===== config.mk =====
export PLATFORM = sky130hd
export DESIGN_NAME = bank_fifo_write_arb
export DESIGN_NICKNAME = d
export VERILOG_FILES = /design/src/rtl/bank_fifo_pkg.sv /design/src/rtl/bank_fifo_rr_pick.sv /design/src/rtl/bank_fifo_write_arb.sv
export SDC_FILE = /design/constraint.sdc
export NUM_CORES = 1
export LEC_CHECK = 0
export CAP_MARGIN = 20
export CELL_PAD_IN_SITES_DETAIL_PLACEMENT = 0
export CELL_PAD_IN_SITES_GLOBAL_PLACEMENT = 1
export CORE_MARGIN = 3
export CORE_UTILIZATION = 26
export CTS_CLUSTER_SIZE = 20
export DETAILED_ROUTE_END_ITERATION = 12
export GPL_TIMING_DRIVEN = 0
export PLACE_DENSITY_LB_ADDON = 0.1
export SLEW_MARGIN = 20
export SYNTH_ARGS = -nofsm -noshare
export SYNTH_HDL_FRONTEND = slang
export SYNTH_HIERARCHICAL = 1
export SYNTH_SLANG_ARGS = --single-unit

===== constraint.sdc =====
create_clock -name clk -period 3.2 [get_ports clk]
set_input_delay 0.64 -clock clk [delete_from_list [all_inputs] [get_ports clk]]
set_output_delay 0.64 -clock clk [all_outputs]
set_load 0.03 [all_outputs]

===== src/rtl/bank_fifo_pkg.sv =====
// Shared types and default sizes for the BankFifo write arbiter and read-side controller.
package bank_fifo_pkg;

   localparam int unsigned WORD_WIDTH_DEF = 16;
   localparam int unsigned BURST_LEN_DEF  = 128;

   typedef enum logic {
      Idle  = 1'b0,
      Grant = 1'b1
   } arb_state_e;

endpackage : bank_fifo_pkg


===== src/rtl/bank_fifo_rr_pick.sv =====
// Combinational round-robin picker: first active request after 'last', wrapping.
module bank_fifo_rr_pick
   import bank_fifo_pkg::*;
#(
   parameter int unsigned NumReq = 2,
   parameter int unsigned IdxW   = $clog2(NumReq)
) (
   input  logic [NumReq-1:0] req,
   input  logic [IdxW-1:0]   last,
   output logic              any,
   output logic [IdxW-1:0]   idx
);

   int unsigned cand;

   // Scan last+1 .. last+NumReq (mod NumReq); first hit wins, 'last' itself has lowest priority.
   always_comb begin
      any  = 1'b0;
      idx  = '0;
      cand = 0;
      for (int unsigned k = 1; k <= NumReq; k++) begin
         cand = (32'(last) + k) % NumReq;
         if (!any && req[IdxW'(cand)]) begin
            any = 1'b1;
            idx = IdxW'(cand);
         end
      end
   end

endmodule : bank_fifo_rr_pick


===== src/rtl/bank_fifo_write_arb.sv =====
// Round-robin arbiter sharing one BankFifo write port among NumReq producers, one burst per grant.
module bank_fifo_write_arb
   import bank_fifo_pkg::*;
#(
   parameter int unsigned NumReq    = 2,
   parameter int unsigned WordWidth = WORD_WIDTH_DEF,
   parameter int unsigned BurstLen  = BURST_LEN_DEF
) (
   input  logic                          clk,
   input  logic                          rst_n,
   input  logic [NumReq-1:0]             req_trigger,
   input  logic [NumReq*WordWidth-1:0]   req_data,
   output logic [NumReq-1:0]             req_done,
   output logic                          fifo_trigger,
   output logic [WordWidth-1:0]          fifo_data,
   input  logic                          fifo_done,
   output logic                          grant_valid,
   output logic [$clog2(NumReq)-1:0]     grant_idx
);

   localparam int unsigned IdxW = $clog2(NumReq);
   localparam int unsigned CntW = $clog2(BurstLen);
   localparam logic [CntW-1:0] CntLast = CntW'(BurstLen - 1);
   localparam logic [IdxW-1:0] LastRst = IdxW'(NumReq - 1);

   arb_state_e        state_q, state_d;
   logic [IdxW-1:0]   owner_q, owner_d;
   logic [IdxW-1:0]   last_q,  last_d;
   logic [CntW-1:0]   count_q, count_d;

   logic              pick_any;
   logic [IdxW-1:0]   pick_idx;
   logic              owner_trig;
   logic [WordWidth-1:0] owner_data;
   logic [WordWidth-1:0] data_arr [NumReq];

   // Unpack the flat requester data bus so the owner can be selected by index.
   for (genvar g = 0; g < NumReq; g++) begin : g_unpack
      assign data_arr[g] = req_data[g*WordWidth +: WordWidth];
   end

   assign owner_trig = req_trigger[owner_q];
   assign owner_data = data_arr[owner_q];

   bank_fifo_rr_pick #(
      .NumReq (NumReq),
      .IdxW   (IdxW)
   ) u_pick (
      .req  (req_trigger),
      .last (last_q),
      .any  (pick_any),
      .idx  (pick_idx)
   );

   // State and arbitration registers; reset gives requester 0 first priority.
   always_ff @(posedge clk or negedge rst_n) begin
      if (!rst_n) begin
         state_q <= Idle;
         owner_q <= '0;
         last_q  <= LastRst;
         count_q <= '0;
      end else begin
         state_q <= state_d;
         owner_q <= owner_d;
         last_q  <= last_d;
         count_q <= count_d;
      end
   end

   // Next state: grant on any request, release on full burst or owner yield.
   always_comb begin
      state_d = state_q;
      owner_d = owner_q;
      last_d  = last_q;
      count_d = count_q;
      unique case (state_q)
         Idle: begin
            if (pick_any) begin
               owner_d = pick_idx;
               count_d = '0;
               state_d = Grant;
            end
         end
         Grant: begin
            if (!owner_trig) begin
               last_d  = owner_q;
               state_d = Idle;
            end else if (fifo_done) begin
               if (count_q == CntLast) begin
                  last_d  = owner_q;
                  state_d = Idle;
               end else begin
                  count_d = count_q + CntW'(1);
               end
            end
         end
         default: state_d = Idle;
      endcase
   end

   // Route the owner's trigger/data to the FIFO and the FIFO's done back to the owner only.
   always_comb begin
      fifo_trigger = 1'b0;
      fifo_data    = '0;
      req_done     = '0;
      grant_valid  = 1'b0;
      grant_idx    = '0;
      if (state_q == Grant) begin
         fifo_trigger       = owner_trig;
         fifo_data          = owner_data;
         req_done[owner_q]  = fifo_done;
         grant_valid        = 1'b1;
         grant_idx          = owner_q;
      end
   end

`ifdef SIM
   // A FIFO acknowledge with no grant outstanding means the FIFO side broke protocol.
   always @(posedge clk) begin
      if (rst_n && state_q == Idle) begin
         assert (!fifo_done) else $error("fifo_done asserted while arbiter Idle");
      end
   end
`endif

endmodule : bank_fifo_write_arb


== After elaboration in Yosys (flattened, before gate mapping) ==
Cells that the tools add are included.

* Flip-flop bits (word level): 10
* Input bits: 37

* Add/sub/neg operators: 3
* $lt $le $gt $ge: 5
* Equal/unequal tests: 7
* Mux-type cells: 33
* Bitwise operators: 3
* Reduce and logical (&&, ||, !) cells: 6

{| class="wikitable"
|+ Operators by type and width
! cell !! count
|-
| $mux W16 || 4
|-
| $mux W7 || 4
|-
| $mux W1 || 21
|-
| $pmux W7 S2 || 1
|-
| $ne A2 B2 Y1 const B || 4
|-
| $add A7 B1 Y7 const B || 1
|-
| $eq A7 B7 Y1 const B || 1
|-
| $lt A1 B2 Y1 const B || 3
|-
| $ne A2 B1 Y1 const B || 2
|-
| $reduce_and A4 Y1 || 1
|-
| $reduce_and A3 Y1 || 1
|-
| $add A1 B1 Y1 const B || 2
|-
| $and A2 B2 Y2 || 1
|-
| $ge A2 B2 Y1 const B || 1
|-
| $logic_and A1 B1 Y1 || 2
|-
| $mux W2 || 1
|-
| $not A1 Y2 || 1
|-
| $pmux W1 S2 || 1
|-
| $reduce_and A2 Y1 || 1
|-
| $demux W1 S1 || 1
|-
| $ge A1 B1 Y1 const B || 1
|-
| $logic_not A1 Y1 || 1
|-
| $not A1 Y1 || 1
|}

== Depth between registers and ports, before layout ==
Gate-level depths: netlist of the first run.

* Depth after elaboration: 9
* Gate-level depth with buffers: 5
* Mapped depth without buffers: 5

== Hierarchy ==
Netlist of the first run, hierarchy kept.

{| class="wikitable"
|+ Modules (own cells, without submodules)
! module !! instances !! cells each !! area an instance (um2) !! seq. area each (um2)
|-
| bank_fifo_write_arb || 1 || 99 || 869.6 || 251.5
|-
| bank_fifo_rr_pick || 1 || 2 || 13.8 || 0.0
|}

== Worst setup path after synthesis of the first run ==
No wires, ideal clock.

* Path type: reg-to-output
* Start: register state_q
* End: output port fifo_data[0]
* Arrival time: 1.332 ns
* Path slack: 1.228 ns
* Stages on the path, launching flop included: 3
* Cells stage by stage: dfrtp_1 -> clkbuf_1 -> nor2b_1

* Cells in the longest elaborated chain, start to end: 1

{| class="wikitable"
|+ RTL lines
! item !! RTL line !! source
|-
| start, declared || bank_fifo_write_arb.sv:26 || <nowiki>arb_state_e state_q, state_d;</nowiki>
|-
| start signal, assigned || bank_fifo_write_arb.sv:58 || <nowiki>state_q <= Idle;</nowiki>
|-
| start signal, assigned || bank_fifo_write_arb.sv:63 || <nowiki>state_q <= state_d;</nowiki>
|-
| $mux W16 || bank_fifo_write_arb.sv:108 || <nowiki>if (state_q == Grant) begin</nowiki>
|-
| end, declared || bank_fifo_write_arb.sv:15 || <nowiki>output logic [WordWidth-1:0] fifo_data,</nowiki>
|}

Every way passes these cells.

== Worst setup path after layout of the first run ==
* Start: input port req_trigger[1]
* End: output port fifo_trigger

* Cells in the longest elaborated chain, start to end: 3

{| class="wikitable"
|+ RTL lines
! item !! RTL line !! source
|-
| start, declared || bank_fifo_write_arb.sv:11 || <nowiki>input logic [NumReq-1:0] req_trigger,</nowiki>
|-
| $mux W1 (implied by the code) (2 in series) || bank_fifo_write_arb.sv:42 || <nowiki>assign owner_trig = req_trigger[owner_q];</nowiki>
|-
| $mux W1 || bank_fifo_write_arb.sv:108 ||
|-
| end, declared || bank_fifo_write_arb.sv:14 || <nowiki>output logic fifo_trigger,</nowiki>
|}

Every way passes these cells. The select of a mux whose other input is x is not followed.

==> key figures, run 1 <==
Outcome
  – Status: finished, final reports clean

Logic synthesis
  – Ranking of synthesized cells by area: dfrtp_1, mux2i_1, nor2b_1
  – Post-synth EDFFs: 0
  – Main synth FF type: dfrtp_1
  – Dominant cell type by area after synthesis: dfrtp_1
  – Yosys top cell area share: 25.5%
  – Synth Area per Inst: 8.75 µm²
  – Ys Warns: 6
  – Net count after synthesis: 139
  – #FFs+latches synth: 10
  – Synth Cell Area: 883 µm²
  – Synth async-reset ratio: 100%
  – Syn Inst Count: 101
  – Seq/Total Area, Yosys: 28.5%
  – Yosys cell types: 35

STA
  – Rel. slew slack: 69.5%
  – Fin. Hold Viols: 0
  – Max-slew violations: 0
  – Worst setup margin: 376 ps
  – Hold Slack: 503 ps
  – RSZ-0062 raised after global routing: no
  – Min Tclk post-route: 2820 ps
  – Setup tns final: 0 ps
  – Setup Skew: 6.21 ps
  – Tcrit/Tclk final: 88.2%
  – Slew @ Worst Pin: 457 ps
  – FMAX: 354 MHz
  – Finish-stage setup viols: 0

Clocking
  – H-tree Lvls: 1
  – Clock sink count: 10
  – Hold buffer count at CTS: 0
  – CTS Buffer Depth: 2
  – Clock root buffer: clkbuf_4
  – CTS tree: built
  – Clock Latency Late Sink: 280 ps
  – Post-cts gate resize count: 0
  – Cts bufs inserted: 3
  – Clock slew at reported path FFs: 70 ps
  – Post-CTS Setup Bufs: 0

Hold path
  – Hold Path Origin: count_q[4]
  – Hold Crit Endpoint: count_q[4]
  – Hold-critical path depth: 1
  – Hold Crit Class: flip-flop to flip-flop

Power
  – Switching Power: 561 µW
  – Leak: 0.655 nW
  – Internal Power: 637 µW
  – Total design power: 1.20 mW
  – Flop pwr share: 17.8%
  – Switching Share: 46.8%
  – PD cells: 775 mW/mm²
  – Max VDD drop: 0.315 mV
  – Comb pwr share: 72.2%
  – Clock group share of total power: 10.0%

Layout
  – Layout cells sized above 1: 9.26%
  – Layout net count: 201
  – Utilization after layout: 49.0%
  – Antenna Cells: 0
  – Reg area: 251 µm²
  – Area occupied by multi-input gates: 592 µm²
  – Synth-to-layout area growth: 74.9%
  – Fillers: 321

Placed design
  – HPWL after DPL: 2250 µm
  – Gpl congestion: 0.809
  – Port Buffers: 57
  – Dpl ws: 370 ps

Die
  – Die W: 64.3 µm
  – Initial Utilization: 28.0%
  – Die area: 0.00413 mm²
  – Core ar.: 0.00315 mm²
  – DIE HEIGHT: 64.3 µm
  – I/O Pins: 58
  – Row count: 20

Detailed routing
  – Initial DRC count: 30
  – DR WL/cell: 13.1 µm
  – Routed WL: 2690 µm
  – ANT nets after route: 0
  – Vias per cell: 4.65
  – DRC Markers: 0
  – Via count: 958
  – Drt first pass iters: 4

Critical path
  – Worst endpoint required time: 2560 ps
  – Critical Path End Type: output port
  – R2r endpoint: count_q[4]
  – Register-to-Register Path Depth: 5
  – Critical Path Fanout Max: 5
  – WP data arrival: 2180 ps
  – Startpoint Class: input pin
  – RR Startpoint: count_q[0]
  – CP Class: input pin to output port
  – R2R setup slack: 1390 ps

Global route
  – Initial antenna violation count: 0
  – GRT Util Overall: 14.0%
  – First-pass GRT wire length: 4590 µm
  – Total grt overflow: 0
  – Largest net degree at the start of global routing: 11
  – Vias in the first global route: 889

Run
  – Max Cap Viol: 0
## how the worst max path moves through the flow
stage | start | to | slack (ps) | cells past startpoint
floorplan | state_q | fifo_data[0] | 1230 | 2
global placement | req_trigger[1] | fifo_trigger | 390 | 5
detailed placement | req_trigger[1] | fifo_trigger | 370 | 5
CTS | req_trigger[1] | fifo_trigger | 370 | 5
global route | req_trigger[1] | fifo_trigger | 290 | 5
finish | req_trigger[1] | fifo_trigger | 380 | 5
## sequential cells by signal, summed over array words and instances (netlist names)
signal / flops
count_q: 7
owner_q: 1
state_q: 1
last_q: 1
## power groups by stage
stage                     Sequential, mW  Combinational [mW]  Clock [mW]
after floorplan                    0.214               0.544           0
after global placement             0.213               0.871           0
after detailed placement           0.213               0.876           0
after CTS                          0.211               0.879       0.124
after global routing               0.222               0.935       0.133
final                              0.213               0.865       0.119
## layout make-up
| type | instances | share of cell area (%) |
|---|---|---|
| repair buffers | 57 | 36.9 |
| plain buffers | 5 | 1.86 |
| well taps | 44 | 3.56 |
| flip-flops and latches | 10 | 16.3 |
| multi-input cells | 83 | 38.3 |
| inverters | 3 | 0.729 |
| clock buffers | 4 | 2.35 |
## critical path, cell delays in order
cell and delay (ps):
clkdlybuf4s50_1 540, mux2_4 200, nand2_1 70, inv_1 70, clkdlybuf4s50_1 670
## cells in the final DEF, fill, tap and decap left out, drive strengths merged, types with 3 or more instances in the layout
cell type / count
a31oi: 3
inv: 3
mux2i: 18
nor2b: 17
clkbuf: 6
nand2: 10
nand3: 5
clkdlybuf4s50: 57
nor2: 4
o211ai: 3
buf: 3
dfrtp: 9
## routing by layer
metal / up-vias / wire length, µm / global-route usage (%)
li1: 483 / - / -
met2: 38 / 1260 / 21.3
met3: 2 / 234 / 5.62
met5: - / 0 / 0
met1: 435 / 1180 / 18.9
met4: 0 / 11 / 2.37
## logic make-up after synthesis
family	synth area share (%)
buffers and inverters	4.53
adders and majority gates	1.42
AOI/OAI and AO/OA	11.5
DFF	28.5
and+or+nand+nor	30.7
muxes	23.4
## through the flow
stage | instances | area, µm²
floorplan | 101 | 883
global placement | 202 | 1510
detailed placement | 202 | 1510
CTS | 206 | 1550
global route | 206 | 1550
finish | 206 | 1550
## synth_stat cells, types with 2 or more instances
| library cell | n |
|---|---|
| mux2i_1 | 18 |
| nor2b_1 | 17 |
| nand2_1 | 10 |
| dfrtp_1 | 9 |
| nand3_1 | 4 |
| a31oi_1 | 3 |
| inv_1 | 3 |
| nor2_1 | 3 |
| o211ai_1 | 3 |
| a21oi_1 | 2 |
| buf_2 | 2 |
| clkbuf_1 | 2 |
| nand2b_1 | 2 |
| o21ai_0 | 2 |
Note: power is estimated with default switching activity, not from simulation.
==> run 2, diff against run 1 <==
--- a/config.mk
+++ b/config.mk
@@ -8,12 +8,13 @@
 export CAP_MARGIN = 20
 export CELL_PAD_IN_SITES_DETAIL_PLACEMENT = 0
 export CELL_PAD_IN_SITES_GLOBAL_PLACEMENT = 1
-export CORE_MARGIN = 3
+export CORE_MARGIN = 4
 export CORE_UTILIZATION = 26
 export CTS_CLUSTER_SIZE = 20
 export DETAILED_ROUTE_END_ITERATION = 12
 export GPL_TIMING_DRIVEN = 0
 export PLACE_DENSITY_LB_ADDON = 0.1
+export RECOVER_POWER = 100
 export SLEW_MARGIN = 20
 export SYNTH_ARGS = -nofsm -noshare
 export SYNTH_HDL_FRONTEND = slang
==> key figures, run 2 (same netlist as run 1, synthesis figures left out) <==
Global route
  – Total grt overflow: 0 (unchanged)
  – Vias in the first global route: 912 (was 889)
  – GRT Util Overall: 13.3% (was 14.0%)
  – First-pass GRT wire length: 4590 µm (unchanged)
  – Largest net degree at the start of global routing: 11 (unchanged)
  – Initial antenna violation count: 0 (unchanged)

Clocking
  – CTS tree: built (unchanged)
  – Post-cts gate resize count: 0 (unchanged)
  – CTS Buffer Depth: 2 (unchanged)
  – H-tree Lvls: 1 (unchanged)
  – Post-CTS Setup Bufs: 0 (unchanged)
  – Clock sink count: 10 (unchanged)
  – Clock Latency Late Sink: 260 ps (was 280 ps)
  – Clock slew at reported path FFs: 60 ps (was 70 ps)
  – Clock root buffer: clkbuf_4 (unchanged)
  – Cts bufs inserted: 3 (unchanged)
  – Hold buffer count at CTS: 0 (unchanged)

Critical path
  – R2R setup slack: 1410 ps (was 1390 ps)
  – Register-to-Register Path Depth: 5 (unchanged)
  – Setup crit end: fifo_trigger (unchanged)
  – R2r endpoint: count_q[4] (unchanged)
  – RR Startpoint: count_q[0] (unchanged)
  – Worst endpoint required time: 2560 ps (about the same)
  – WP data arrival: 2340 ps (was 2180 ps)
  – Critical Path Fanout Max: 5 (unchanged)
  – Critical Path End Type: output port (unchanged)
  – CP Class: input pin to output port (unchanged)
  – Startpoint Class: input pin (unchanged)
  – Crit path from: req_trigger[1] (unchanged)

Detailed routing
  – ANT nets after route: 0 (unchanged)
  – Via count: 941 (was 958)
  – DRC Markers: 0 (unchanged)
  – DR WL/cell: 14.0 µm (was 13.1 µm)
  – Vias per cell: 4.57 (was 4.65)
  – Drt first pass iters: 4 (unchanged)
  – Routed WL: 2890 µm (was 2690 µm)
  – Initial DRC count: 15 (was 30)

Run
  – Max Cap Viol: 0 (unchanged)

Hold path
  – Hold-critical path depth: 1 (unchanged)
  – Hold Crit Class: flip-flop to flip-flop (unchanged)
  – Hold Path Origin: count_q[0] (was count_q[4])

Power
  – Switching Power: 549 µW (was 561 µW)
  – Total design power: 1.13 mW (was 1.20 mW)
  – Internal Power: 577 µW (was 637 µW)
  – Comb pwr share: 73.6% (was 72.2%)
  – Clock group share of total power: 8.0% (was 10.0%)
  – PD cells: 735 mW/mm² (was 775 mW/mm²)
  – Max VDD drop: 0.286 mV (was 0.315 mV)
  – Flop pwr share: 18.4% (was 17.8%)
  – Leak: 0.689 nW (was 0.655 nW)
  – Switching Share: 48.8% (was 46.8%)

Placed design
  – Gpl congestion: 0.812 (was 0.809)
  – Port Buffers: 57 (unchanged)
  – HPWL after DPL: 2410 µm (was 2250 µm)

Die
  – I/O Pins: 58 (unchanged)
  – Die area: 0.00439 mm² (was 0.00413 mm²)
  – DIE HEIGHT: 66.3 µm (was 64.3 µm)
  – Initial Utilization: 28.0% (unchanged)
  – Core ar.: 0.00315 mm² (unchanged)
  – Die W: 66.3 µm (was 64.3 µm)
  – Row count: 20 (unchanged)

Layout
  – Reg area: 251 µm² (unchanged)
  – Flip-flop count of the largest register after layout: 7 (unchanged)
  – Synth-to-layout area growth: 73.4% (was 74.9%)
  – Most frequent cells in the layout: clkdlybuf4s50_1, dlygate4sd3_1, mux2i_1, nor2b_1, nand2_1 (was clkdlybuf4s50_1, mux2i_1, nor2b_1, nand2_1, dfrtp_1)
  – Antenna Cells: 0 (unchanged)
  – Commonest non-fill, non-tap cell in the layout: clkdlybuf4s50_1 (unchanged)
  – Layout net count: 201 (unchanged)
  – Fillers: 312 (was 321)
  – Biggest register: count_q (unchanged)
  – Layout cells sized above 1: 7.41% (was 9.26%)
  – Area occupied by multi-input gates: 588 µm² (was 592 µm²)

STA
  – Fin. Hold Viols: 0 (unchanged)
  – FMAX: 336 MHz (was 354 MHz)
  – Setup Skew: 7.38 ps (was 6.21 ps)
  – Rel. slew slack: 68.0% (was 69.5%)
  – Max-slew violations: 0 (unchanged)
  – RSZ-0062 raised after global routing: no (unchanged)
  – Setup tns final: 0 ps (unchanged)
  – Min Tclk post-route: 2980 ps (was 2820 ps)
  – Slew @ Worst Pin: 479 ps (was 457 ps)
  – Finish-stage setup viols: 0 (unchanged)
  – Tcrit/Tclk final: 93.0% (was 88.2%)

Outcome
  – Status: finished, final reports clean (unchanged)
[run 2: final cells by class]
type	instances	share of cell area, %
inverter	3	0.735
tap	44	3.59
multi-input combinational	83	38.4
buffer	5	1.88
sequential	10	16.4
timing repair buffer	57	37.3
clock buffer	4	1.72
[run 2: how the worst min path moves through the flow]
stage,endpoint
2_1_floorplan,count_q[0]
3_3_place_gp,count_q[0]
3_5_place_dp,count_q[0]
4_1_cts,count_q[4]
5_1_grt,count_q[0]
6_report,count_q[0]
[run 2: routing by layer]
layer  up-vias  GRT usage, %  wire length, µm  part of all wire, %
met5         -             0                0                    0
met2        38          22.1             1440                   50
met4         0          2.28               39                  1.4
li1        481             -                -                    -
met3         4          4.42              208                  7.2
met1       418          16.7             1200                   42
[run 2: worst max-delay path, stage by stage]
cell,delay [ps]
dlygate4sd3_1,590
mux2_4,290
nand2_1,80
inv_1,40
dlygate4sd3_1,690
[run 2: power groups by stage]
stage / clock (mW) / combinational [mW] / sequential, mW
6_report: 0.0902 / 0.829 / 0.207
5_1_grt: 0.101 / 0.888 / 0.216
4_1_cts: 0.0928 / 0.886 / 0.207
3_5_place_dp: 0 / 0.885 / 0.210
3_3_place_gp: 0 / 0.879 / 0.209
2_1_floorplan: 0 / 0.544 / 0.214
[run 2: per-stage QoR]
stage | std cells | setup slack [ps] | hold slack [ps] | instance area (µm²) | utilization (%)
finish | 206 | 223 | 512 | 1530 | 48.6
global route | 206 | 182 | 547 | 1530 | 48.6
CTS | 206 | 380 | 516 | 1540 | 48.7
detailed placement | 202 | 380 | 505 | 1510 | 47.9
global placement | 202 | 388 | 495 | 1510 | 47.9
floorplan | 101 | 1230 | 344 | 883 | -
==> run 3, diff against run 2 <==
--- a/config.mk
+++ b/config.mk
@@ -10,10 +10,11 @@
 export CELL_PAD_IN_SITES_GLOBAL_PLACEMENT = 1
 export CORE_MARGIN = 4
 export CORE_UTILIZATION = 26
+export CTS_CLUSTER_DIAMETER = 200
 export CTS_CLUSTER_SIZE = 20
 export DETAILED_ROUTE_END_ITERATION = 12
 export GPL_TIMING_DRIVEN = 0
-export PLACE_DENSITY_LB_ADDON = 0.1
+export PLACE_DENSITY = 0.91
 export RECOVER_POWER = 100
 export SLEW_MARGIN = 20
 export SYNTH_ARGS = -nofsm -noshare
==> key figures, run 3 (same netlist as run 1, synthesis figures left out) <==
Outcome
  – Status: finished, final reports clean (unchanged)

Clocking
  – CTS tree: built (unchanged)
  – Clock slew at reported path FFs: 70 ps (was 60 ps)
  – H-tree Lvls: 1 (unchanged)
  – Clock sink count: 10 (unchanged)
  – CTS Buffer Depth: 2 (unchanged)
  – Post-CTS Setup Bufs: 0 (unchanged)
  – Hold buffer count at CTS: 0 (unchanged)
  – Cts bufs inserted: 3 (unchanged)
  – Post-cts gate resize count: 0 (unchanged)
  – Clock Latency Late Sink: 270 ps (was 260 ps)
  – Clock root buffer: clkbuf_4 (unchanged)

Layout
  – Reg area: 251 µm² (unchanged)
  – Biggest register: count_q (unchanged)
  – Layout cells sized above 1: 8.02% (was 7.41%)
  – Utilization after layout: 48.9% (was 48.6%)
  – Layout net count: 201 (unchanged)
  – Commonest non-fill, non-tap cell in the layout: clkdlybuf4s50_1 (unchanged)
  – Flip-flop count of the largest register after layout: 7 (unchanged)
  – Antenna Cells: 0 (unchanged)
  – Fillers: 322 (was 312)
  – Synth-to-layout area growth: 74.5% (was 73.4%)
  – Area occupied by multi-input gates: 588 µm² (unchanged)
  – Most frequent cells in the layout: clkdlybuf4s50_1, dlygate4sd3_1, mux2i_1, nor2b_1, nand2_1 (unchanged)

Detailed routing
  – Initial DRC count: 17 (was 15)
  – Vias per cell: 4.66 (was 4.57)
  – Routed WL: 2910 µm (was 2890 µm)
  – Drt first pass iters: 4 (unchanged)
  – Via count: 960 (was 941)
  – DRC Markers: 0 (unchanged)
  – ANT nets after route: 0 (unchanged)
  – DR WL/cell: 14.1 µm (was 14.0 µm)

Global route
  – Largest net degree at the start of global routing: 11 (unchanged)
  – Total grt overflow: 0 (unchanged)
  – First-pass GRT wire length: 4370 µm (was 4590 µm)
  – Initial antenna violation count: 0 (unchanged)
  – GRT Util Overall: 12.7% (was 13.3%)
  – Vias in the first global route: 899 (was 912)

STA
  – Rel. slew slack: 68.2% (was 68.0%)
  – Tcrit/Tclk final: 90.5% (was 93.0%)
  – Slew @ Worst Pin: 476 ps (was 479 ps)
  – Setup tns final: 0 ps (unchanged)
  – RSZ-0062 raised after global routing: no (unchanged)
  – Min Tclk post-route: 2890 ps (was 2980 ps)
  – Max-slew violations: 0 (unchanged)
  – Finish-stage setup viols: 0 (unchanged)
  – Setup Skew: 1.81 ps (was 7.38 ps)
  – FMAX: 345 MHz (was 336 MHz)
  – Fin. Hold Viols: 0 (unchanged)

Critical path
  – Worst endpoint required time: 2560 ps (about the same)
  – RR Startpoint: count_q[0] (unchanged)
  – Register-to-Register Path Depth: 5 (unchanged)
  – CP Class: input pin to output port (unchanged)
  – Critical Path Fanout Max: 5 (unchanged)
  – Startpoint Class: input pin (unchanged)
  – R2r endpoint: count_q[0] (was count_q[4])
  – WP data arrival: 2250 ps (was 2340 ps)
  – Critical Path End Type: output port (unchanged)
  – R2R setup slack: 1440 ps (was 1410 ps)

Hold path
  – Hold-critical path depth: 1 (unchanged)
  – Hold Path Origin: count_q[4] (was count_q[0])
  – Hold Crit Class: flip-flop to flip-flop (unchanged)
  – Hold Crit Endpoint: count_q[4] (was count_q[0])

Power
  – Clock group share of total power: 10.1% (was 8.0%)
  – Max VDD drop: 0.330 mV (was 0.286 mV)
  – Switching Share: 47.9% (was 48.8%)
  – PD cells: 748 mW/mm² (was 735 mW/mm²)
  – Flop pwr share: 18.2% (was 18.4%)
  – Internal Power: 600 µW (was 577 µW)
  – Switching Power: 552 µW (was 549 µW)
  – Leak: 0.693 nW (was 0.689 nW)
  – Comb pwr share: 71.8% (was 73.6%)

Die
  – Row count: 20 (unchanged)
  – Initial Utilization: 28.0% (unchanged)
  – Die area: 0.00439 mm² (unchanged)
  – Die W: 66.3 µm (unchanged)
  – Core ar.: 0.00315 mm² (unchanged)
  – DIE HEIGHT: 66.3 µm (unchanged)
  – I/O Pins: 58 (unchanged)

Placed design
  – Gpl congestion: 0.883 (was 0.812)
  – HPWL after DPL: 2440 µm (was 2410 µm)
  – Port Buffers: 57 (unchanged)

Run
  – Max Cap Viol: 0 (unchanged)
[run 3: stage by stage]
step / power, mW / setup slack (ps) / instances / hold WS [ps] / instance area [µm²]
2_1_floorplan: 0.758 / 1230 / 101 / 344 / 883
3_3_place_gp: 1.07 / 404 / 202 / 495 / 1510
3_5_place_dp: 1.10 / 373 / 202 / 496 / 1510
4_1_cts: 1.21 / 366 / 206 / 508 / 1550
5_1_grt: 1.23 / 230 / 206 / 544 / 1540
6_report: 1.15 / 305 / 206 / 510 / 1540
[run 3: worst max-delay path, stage by stage]
cell and delay, ps:
dlygate4sd3_1 600, mux2_4 300, nand2_1 90, inv_1 40, clkdlybuf4s50_1 590
[run 3: cell type report]
type | count | share of cell area, %
inverter | 3 | 0.731
sequential | 10 | 16.3
timing repair buffer | 57 | 37.0
buffer | 5 | 1.87
multi-input combinational | 83 | 38.1
clock buffer | 4 | 2.35
tap | 44 | 3.57
[run 3: power by group through the flow]
stage	combinational (mW)	clock [mW]	sequential, mW
2_1_floorplan	0.544	0	0.214
3_3_place_gp	0.864	0	0.209
3_5_place_dp	0.882	0	0.214
4_1_cts	0.883	0.118	0.211
5_1_grt	0.890	0.124	0.219
6_report	0.827	0.116	0.210
[run 3: worst max path at each step]
stage | start | endpoint | slack [ps]
after floorplan | state_q | fifo_data[0] | 1230
after global placement | req_trigger[1] | fifo_trigger | 400
after detailed placement | req_trigger[1] | fifo_trigger | 370
after CTS | req_trigger[1] | fifo_trigger | 370
after global routing | req_trigger[1] | fifo_trigger | 230
final | req_trigger[1] | fifo_trigger | 310
[run 3: per-layer routing]
layer	global-route usage, %	vias to the layer above	routed length, µm
li1	-	480	-
met1	14.6	426	1140
met2	21.4	48	1340
met3	4.25	6	370
met4	4.57	0	61
met5	0	-	0
